<file path="src/rtl/modred_dispatch.sv">
// -----------------------------------------------------------------------------
// modred_dispatch
//
// Initiator-side front end for the serialized shift-add modular reducer
// (x mod m). Operand pairs arrive on a valid/ready stream. Trivial cases
// (m == 0, x < m) are answered locally. Every other pair is handed to the
// reducer core with a one-cycle start pulse, and the core's strobed result is
// returned on a valid/ready output stream.
//
// Optional build macro:
//   MODRED_DISPATCH_TIMEOUT_EN - adds a WAIT-state watchdog. After
//   TIMEOUT_CYCLES WAIT cycles without a core answer, the job completes with
//   result 0, err=1, and the sticky timeout_o flag is set. If the macro is
//   undefined, WAIT lasts until the core answers and timeout_o is tied 0.
//
// Parameters:
//   WIDTH          operand/result width
//   TIMEOUT_CYCLES watchdog limit (macro builds only)
//   CNT_W          statistics counter width
//
// Ports:
//   clk_i, rst_i                      clock, synchronous active-high reset
//   in_valid_i/in_ready_o             operand stream handshake
//   in_x_i, in_m_i                    dividend and modulus
//   core_start_o                      one-cycle start pulse to the core
//   core_x_o, core_m_o, core_m_bl_o   core operands plus ceil(log2(m)); these
//                                     hold their value until the next issue
//   core_result_i, core_valid_i       core answer and its strobe
//   out_valid_o/out_ready_i           result stream handshake
//   out_result_o, out_err_o           x mod m; error for m == 0 or a timeout
//   busy_o                            dispatcher not idle
//   timeout_o                         sticky watchdog flag
//   issued_cnt_o, bypass_cnt_o        wrapping core and local-resolve counts
// -----------------------------------------------------------------------------
module modred_dispatch #(
    parameter int unsigned WIDTH          = 64,
    parameter int unsigned TIMEOUT_CYCLES = 256,
    parameter int unsigned CNT_W          = 16
) (
    input  logic             clk_i,
    input  logic             rst_i,
    input  logic             in_valid_i,
    output logic             in_ready_o,
    input  logic [WIDTH-1:0] in_x_i,
    input  logic [WIDTH-1:0] in_m_i,
    output logic             core_start_o,
    output logic [WIDTH-1:0] core_x_o,
    output logic [WIDTH-1:0] core_m_o,
    output logic [WIDTH-1:0] core_m_bl_o,
    input  logic [WIDTH-1:0] core_result_i,
    input  logic             core_valid_i,
    output logic             out_valid_o,
    input  logic             out_ready_i,
    output logic [WIDTH-1:0] out_result_o,
    output logic             out_err_o,
    output logic             busy_o,
    output logic             timeout_o,
    output logic [CNT_W-1:0] issued_cnt_o,
    output logic [CNT_W-1:0] bypass_cnt_o
);

    typedef enum logic [1:0] {
        ST_IDLE,
        ST_ISSUE,
        ST_WAIT,
        ST_RESP
    } state_t;

    state_t           state;
    state_t           state_next;

    logic [WIDTH-1:0] core_x;
    logic [WIDTH-1:0] core_m;
    logic [WIDTH-1:0] result;
    logic             err;
    logic [CNT_W-1:0] issued_cnt;
    logic [CNT_W-1:0] bypass_cnt;

    logic             in_ready;
    logic             accept;
    logic             capture;
    logic             expire;
    logic             wait_expired;
    logic             m_zero;
    logic             x_below;

    // Bit length of (m - 1) equals ceil(log2(m)) for m >= 1. m == 0 maps to
    // 0, which is also the value that reset leaves on the port.
    function automatic logic [WIDTH-1:0] clog2_of(input logic [WIDTH-1:0] m);
        logic [WIDTH-1:0] m_minus1;
        logic [WIDTH-1:0] bits;
        m_minus1 = m - WIDTH'(1);
        bits     = '0;
        for (int unsigned i = 0; i < WIDTH; i++) begin
            if (m_minus1[i]) begin
                bits = WIDTH'(i + 1);
            end
        end
        if (m == '0) begin
            bits = '0;
        end
        return bits;
    endfunction

    assign m_zero  = (in_m_i == '0);
    assign x_below = (in_x_i < in_m_i);

    // ------------------------------------------------------------------------
    // State register
    // ------------------------------------------------------------------------
    always_ff @(posedge clk_i) begin
        if (rst_i) begin
            state <= ST_IDLE;
        end else begin
            state <= state_next;
        end
    end

    // ------------------------------------------------------------------------
    // Next state and handshake decode
    // ------------------------------------------------------------------------
    always_comb begin
        state_next   = state;
        in_ready     = 1'b0;
        accept       = 1'b0;
        capture      = 1'b0;
        expire       = 1'b0;
        core_start_o = 1'b0;
        out_valid_o  = 1'b0;
        busy_o       = 1'b1;

        case (state)
            ST_IDLE: begin
                busy_o   = 1'b0;
                in_ready = 1'b1;
                accept   = in_valid_i;
            end
            ST_ISSUE: begin
                // A core_valid_i seen here may be left over from the previous
                // job, so it is deliberately not looked at.
                core_start_o = 1'b1;
                state_next   = ST_WAIT;
            end
            ST_WAIT: begin
                // The core answer has priority over a watchdog expiry that
                // happens in the same cycle.
                if (core_valid_i) begin
                    capture    = 1'b1;
                    state_next = ST_RESP;
                end else if (wait_expired) begin
                    expire     = 1'b1;
                    state_next = ST_RESP;
                end
            end
            ST_RESP: begin
                out_valid_o = 1'b1;
                in_ready    = out_ready_i;
                if (out_ready_i) begin
                    if (in_valid_i) begin
                        accept = 1'b1;
                    end else begin
                        state_next = ST_IDLE;
                    end
                end
            end
            default: begin
                state_next = ST_IDLE;
            end
        endcase

        // An accepted pair is classified the same way from IDLE and from the
        // back-to-back path in RESP.
        if (accept) begin
            state_next = (m_zero || x_below) ? ST_RESP : ST_ISSUE;
        end
    end

    // Hold off acceptance while reset is asserted.
    assign in_ready_o = in_ready & ~rst_i;

    // ------------------------------------------------------------------------
    // Datapath and statistics
    // ------------------------------------------------------------------------
    always_ff @(posedge clk_i) begin
        if (rst_i) begin
            core_x     <= '0;
            core_m     <= '0;
            result     <= '0;
            err        <= 1'b0;
            issued_cnt <= '0;
            bypass_cnt <= '0;
        end else begin
            if (accept) begin
                if (m_zero) begin
                    result     <= '0;
                    err        <= 1'b1;
                    bypass_cnt <= bypass_cnt + CNT_W'(1);
                end else if (x_below) begin
                    result     <= in_x_i;
                    err        <= 1'b0;
                    bypass_cnt <= bypass_cnt + CNT_W'(1);
                end else begin
                    // Core operands load only on the core path, so they keep
                    // their last values across bypassed requests.
                    core_x <= in_x_i;
                    core_m <= in_m_i;
                end
            end

            if (state == ST_ISSUE) begin
                issued_cnt <= issued_cnt + CNT_W'(1);
            end

            if (capture) begin
                result <= core_result_i;
                err    <= 1'b0;
            end

            if (expire) begin
                result <= '0;
                err    <= 1'b1;
            end
        end
    end

`ifdef MODRED_DISPATCH_TIMEOUT_EN
    localparam int unsigned WAIT_W = $clog2(TIMEOUT_CYCLES + 1);

    logic [WAIT_W-1:0] wait_cnt;
    logic              timeout_flag;

    // wait_cnt is 0 in the first WAIT cycle and counts up once per WAIT cycle.
    always_ff @(posedge clk_i) begin
        if (rst_i) begin
            wait_cnt     <= '0;
            timeout_flag <= 1'b0;
        end else begin
            if (state == ST_WAIT) begin
                wait_cnt <= wait_cnt + WAIT_W'(1);
            end else begin
                wait_cnt <= '0;
            end
            if (expire) begin
                timeout_flag <= 1'b1;
            end
        end
    end

    assign wait_expired = (wait_cnt == WAIT_W'(TIMEOUT_CYCLES));
    assign timeout_o    = timeout_flag;
`else
    assign wait_expired = 1'b0;
    assign timeout_o    = 1'b0;
`endif

    // ------------------------------------------------------------------------
    // Outputs
    // ------------------------------------------------------------------------
    assign core_x_o     = core_x;
    assign core_m_o     = core_m;
    assign core_m_bl_o  = clog2_of(core_m);
    assign out_result_o = result;
    assign out_err_o    = err;
    assign issued_cnt_o = issued_cnt;
    assign bypass_cnt_o = bypass_cnt;

endmodule

</file>
<file path="config.mk">
export PLATFORM = sky130hd
export DESIGN_NAME = modred_dispatch
export DESIGN_NICKNAME = d
export VERILOG_FILES = /design/src/rtl/modred_dispatch.sv
export SDC_FILE = /design/constraint.sdc
export NUM_CORES = 1
export LEC_CHECK = 0
export BUFFER_PORTS_ARGS = -buffer_cell sky130_fd_sc_hd__buf_4
export CORE_ASPECT_RATIO = 0.7
export CORE_MARGIN = 2
export CORE_UTILIZATION = 44
export CTS_CLUSTER_DIAMETER = 40
export DETAILED_ROUTE_END_ITERATION = 10
export PLACE_DENSITY = 0.8
export SYNTH_ARGS = -nofsm -noshare
export SYNTH_HDL_FRONTEND = slang
export SYNTH_SLANG_ARGS = --single-unit
</file>
<file path="constraint.sdc">
create_clock -name clk_i -period 4.09 [get_ports clk_i]
set_input_delay 0.2045 -clock clk_i [delete_from_list [all_inputs] [get_ports clk_i]]
set_output_delay 0.2045 -clock clk_i [all_outputs]
set_load 0.02 [all_outputs]
</file>
* After elaboration in Yosys (flattened, before gate mapping)
Index checks and enable logic that the tools add are counted.
** Storage, ports and cells
- Flip-flop bits (word level) :: 227
- Input bits :: 197
- Output and inout bits :: 294
- Logic and storage cells :: 122
** Cells by class
- Add/sub/neg operators :: 3
- Order comparisons :: 1
- Equality and inequality tests :: 6
- Mux-type cells :: 88
- Bitwise logic cells :: 4
- Reductions and logical operators :: 13
** Operator list (number)
- two-way mux 64 bit :: 68
- logical NOT 64 bit :: 2
- < comparator 64 bit :: 1
- subtractor 64 x 1 -> 64 bit, second input constant :: 1
- adder 16 x 1 -> 16 bit, second input constant :: 2
- two-way mux 16 bit :: 2
- two-way mux 1 bit :: 10
- two-way mux 2 bit :: 5
- != test 3 bit, second input constant :: 3
- case mux 2 bit (3 select lines) :: 1
- equality test 2 bit, second input constant :: 2
- case mux 1 bit (2 select lines) :: 2
- AND reduction 2 bit :: 2
- AND reduction 4 bit :: 1
- nonzero test 2 bit :: 2
- nonzero test 4 bit :: 1
- inverter 1 bit :: 3
- AND reduction 3 bit :: 1
- nonzero test 3 bit :: 1
- equality test 2 x 1 -> 1 bit, second input constant :: 1
- logical NOT 2 bit :: 1
- OR reduction 2 bit :: 1
- AND 1 bit :: 1
- logical OR 1 bit :: 1

* Depth between registers and ports, before layout
- Depth after elaboration :: 66
- Depth in mapped cells :: 15
- Depth with buffers taken out :: 12

* Least setup slack after synthesis
No wires, ideal clock.
- Path kind :: flip-flop to output port
- Start point :: reg core_m[0], in the netlist core_m_o[0]
- End point :: out core_m_bl_o[4]
- Data arrival time :: 3646 ps
- Required time :: 3885 ps
- Setup slack :: 240 ps
- Cell stages (with the launch flop) :: 14
- Path buffers :: 2
- Cell sequence :: dfxtp_1 > inv_1 > ha_1 > or4b_1 > clkbuf_1 > nor2_2 > nand4_1 > or3_1 > clkbuf_1 > xnor2_1 > or4_1 > or3_4 > a41oi_2 > o21ba_1
** On the way
- Longest elaborated chain between the ends :: 64
- Elaborated cells on any way between the ends :: 65
- Classes of those cells :: add/sub: 1; mux: 63; reduce/logical: 1
** Ends and longest elaborated chain
- from (decl) :: line 73 : logic [WIDTH-1:0] core_m;
- from (signal assigned) :: line 206 : core_m <= in_m_i;
- subtractor 64 x 1 -> 64 bit :: line 92 : m_minus1 = m - WIDTH'(1);
- two-way mux 64 bit (62 in series) :: line 95 : if (m_minus1[i]) begin
- two-way mux 64 bit * :: line 99 : if (m == '0) begin
- to (decl) :: line 49 : output logic [WIDTH-1:0] core_m_bl_o,
Every way passes the cells marked *; elsewhere a longest branch is shown, timed or not.

* Final worst setup path
- Start point :: reg core_m[14], in the netlist core_m_o[14]
- End point :: out core_m_bl_o[0]
** On the way
- Longest elaborated chain between the ends :: 52
- Elaborated cells on any way between the ends :: 53
- Classes of those cells :: add/sub: 1; mux: 51; reduce/logical: 1
** Ends and longest elaborated chain (line)
- subtractor 64 x 1 -> 64 bit :: 92
- two-way mux 64 bit (50 in series) :: 95
- two-way mux 64 bit * :: 99
Marked as above.

==> metrics <==
status=complete, but fails checks; ys async rst share=0; P_sw=6.46 mW; Final Net Count=approximately 2,600; Max clock buf depth=3; Hold Crit Class=in2reg; # setup viols final=1; Main synth FF type=dfxtp_1; clock tree from TritonCTS=built; core area=about 31,000 µm²; full die area=between 30,000 and 40,000 µm²; Worst Slack Setup Final=-0.0326 ns; Final Critical Period=a little over 4 ns; RSZ-0062 raised after global routing=yes; WP data required=3.89 ns; clock buffer count from CTS=29; initial core utilization=0.446; Worst-Skew Late Latency=0.58 ns; CP Max Fanout=8; fin. max-slew vios=0; hold slack=between 0.06 and 0.07 ns; Gate power share=0.613; violated checks=negative setup slack; DRT Wirelength=about 64,000 µm; CP Capture Type=output port; PD cells=680 nW/µm²; IO Count=between 400 and 500; fillcell total=2,253; crit path DAT=3.92 ns; CTS clk-pin slew, worst paths=approximately 0.07 ns; DP HPWL=roughly 41,000 µm; synth unique cells=84; die height=153 µm; leakage=between 10 and 15 nW; Worst path slowest cell=or4_1; CP Cell Sequence=or4_1 -> nor4_4 -> buf_4 -> buf_4 -> and2_1 -> xnor2_1 -> a2111oi_2 -> buf_4 -> o211ai_1 -> a31oi_1 -> o221a_1 -> buf_6; Util after Layout=0.680; sequential share of power=0.207; synth warn=0; global route total overflow=0; routed vias=roughly 17,000; Internal=7.95 mW; Tot GR Track Use=0.356; Area Overhead vs Synth=52.3%; Slowest Stage Delay on Critical Path=a little over 0.6 ns; initial antenna violation count=0; Setup WS pre-CTS=around 0.11 ns; Slew HR=0.0574; first-pass GRT wire length=93,100 µm; Ant. Diodes=0; pin count of the biggest net entering global routing=99; Final GP Congestion=around 0.94; CTS sink count=227; kind of start point of the critical path=flop; Yosys reg bits=227; sequential-to-total area share from yosys stat=0.327; Avg Synthesized Cell Area=between 8 and 9 µm²; VDD IR-drop max=~0.63 mV; number of synthesized flops with an enable pin=0; Site Rows=54; DRT iter0 DRCs=~1,800; drc violations=0; DR vias/cell=~6; Cell Area, Synth=13,900 µm²; Worst Skew=around 0.031 ns; H-tree Lvls=1; clock network power share=0.180; Pre-Repair DR Iteration Count=8; period utilization=1.01; Sw Ratio=0.448; Post-DRT Antenna Nets=0; Worst-Margin Slew=1.41 ns; maximum clock frequency=approximately 240 MHz; final hold viol count=0; layout cell share with drive strength beyond 1=0.289; WS Path Type=reg2out; Top cell by count, worst path=buf_4; # port buffers=432; Die Width=216 µm; Mapped Cells=around 1,600; Max Cap Viol=0; vias in the first global route=between 15,000 and 20,000; WL per Instance=~23 µm; CTS root buf=clkbuf_16
==> sequential cells by signal (all words and copies together), names as in the netlist <==
| signal | cells |
|---|---|
| issued_cnt_o | 16 |
| out_err_o | 1 |
| out_result_o | 64 |
| state | 2 |
| bypass_cnt_o | 16 |
| core_m_o | 64 |
| core_x_o | 64 |
==> path summary, 6_finish.rpt <==
check        depth (start not counted)          endpoint             start  slack [ns]
max                                 12    core_m_bl_o[0]      core_m_o[14]       -0.03
min                                  2      core_m_o[56]             rst_i        0.06
max reg2reg                         13  out_result_o[36]          state[0]        0.74
min reg2reg                          1  out_result_o[16]  out_result_o[16]        0.49
==> cell usage in the layout (no fill, tap or decap), drive strengths merged, types with 20 or more instances in the layout <==
cell type / instances
a21o: 20
a21oi: 60
a221o: 66
and2: 67
buf: 528
clkbuf: 39
conb: 58
dfxtp: 227
dlygate4sd3: 193
ha: 72
inv: 95
mux2i: 133
nand2: 62
nand3: 34
nand4: 27
nor2: 217
nor3: 41
nor4: 43
o21ai: 60
xnor2: 24
==> metrics by stage <==
stage / power, mW / instances / setup TNS, ns / cell area (µm²)
finish: 14.4 / 2746 / -0.0326 / 21200
global route: 15.1 / 2746 / -0.555 / 21200
CTS: 13.5 / 2723 / -0.0522 / 20800
detailed placement: 10.3 / 2467 / 0 / 17600
global placement: 10.2 / 2467 / 0 / 17600
floorplan: 7.67 / 1706 / 0 / 14100
==> cell type report <==
type                    count  area (µm²)  area share
clock buffers              37         786      0.0371
clock inverters            17         183     0.00863
inverters                  89         334      0.0158
multi-input cells        1233        8780       0.415
flip-flops and latches    227        4550       0.215
well taps                 420         526      0.0248
repair buffers            723        6020       0.284
==> Yosys cell counts, types with 15 or more instances <==
cell      count  area share
buf_4        58       0.031
nor4_1       37       0.017
and3_1       15      0.0067
clkbuf_1     71       0.019
inv_1        89       0.024
a21oi_1      60       0.022
nand3_1      34       0.012
nand4_1      26       0.012
nor3_1       39       0.014
nor2_1      216       0.058
o21ai_0      51       0.018
a31oi_1      18      0.0081
or3_1        16      0.0072
a221o_1      66       0.048
buf_2        21      0.0076
a21o_1       20       0.011
xnor2_1      24       0.015
xor2_1       19       0.012
mux2i_1     133       0.096
dfxtp_1     227        0.33
ha_1         72       0.065
and2_1       67       0.030
nand2_1      62       0.017
==> critical path, delay by kind of cell, from the launching register on <==
family | cells | cell delay [ns]
AOI/OAI and AO/OA | 4 | 1.15
xor gates and xnor gates | 1 | 0.11
buffers and inverters | 4 | 0.62
DFF | 1 | 0.45
and+or+nand+nor | 3 | 1.05
==> kinds of logic (layout without fill, tap and decap cells) <==
group                    count (synthesis)  in the layout  synth area share
other                                    1             58          0.000270
AO/OA/AOI/OAI                          332            332             0.175
multiplexers                           135            135            0.0974
XOR/XNOR                                43             43            0.0271
AND/OR/NAND/NOR                        592            593             0.224
buffers and inverters                  247            866            0.0853
flip-flops                             227            227             0.327
adder cells (fa/ha/maj)                 72             72            0.0648
==> routing by layer <==
| layer | up-vias | GRT usage | wire [µm] |
|---|---|---|---|
| li1 | 7155 | - | - |
| met1 | 7807 | 0.435 | 24300 |
| met2 | 1259 | 0.587 | 29000 |
| met3 | 306 | 0.0782 | 6750 |
| met4 | 0 | 0.187 | 3950 |
| met5 | - | 0 | 0 |
==> power by group through the flow <==
| stage | Sequential [mW] | Clock [mW] | Combinational, mW |
|---|---|---|---|
| 2_1_floorplan | 3.31 | 0 | 4.36 |
| 3_3_place_gp | 2.95 | 0 | 7.22 |
| 3_5_place_dp | 2.96 | 0 | 7.30 |
| 4_1_cts | 2.92 | 2.57 | 7.98 |
| 5_1_grt | 3.00 | 2.69 | 9.39 |
| 6_report | 2.98 | 2.59 | 8.84 |
==> what timing repair did <==
| action | 4_1_cts | 5_1_grt |
|---|---|---|
| setup buffers | 10 | 19 |
| endpoints found under the hold margin | 193 | 0 |
| pin swaps | 17 | 21 |
| setup endpoints to repair | 6 | 59 |
| cloned | 0 | 4 |
| hold buffers | 193 | 0 |
| gates resized for setup | 37 | 60 |
(Power assumes the default switching activity.)
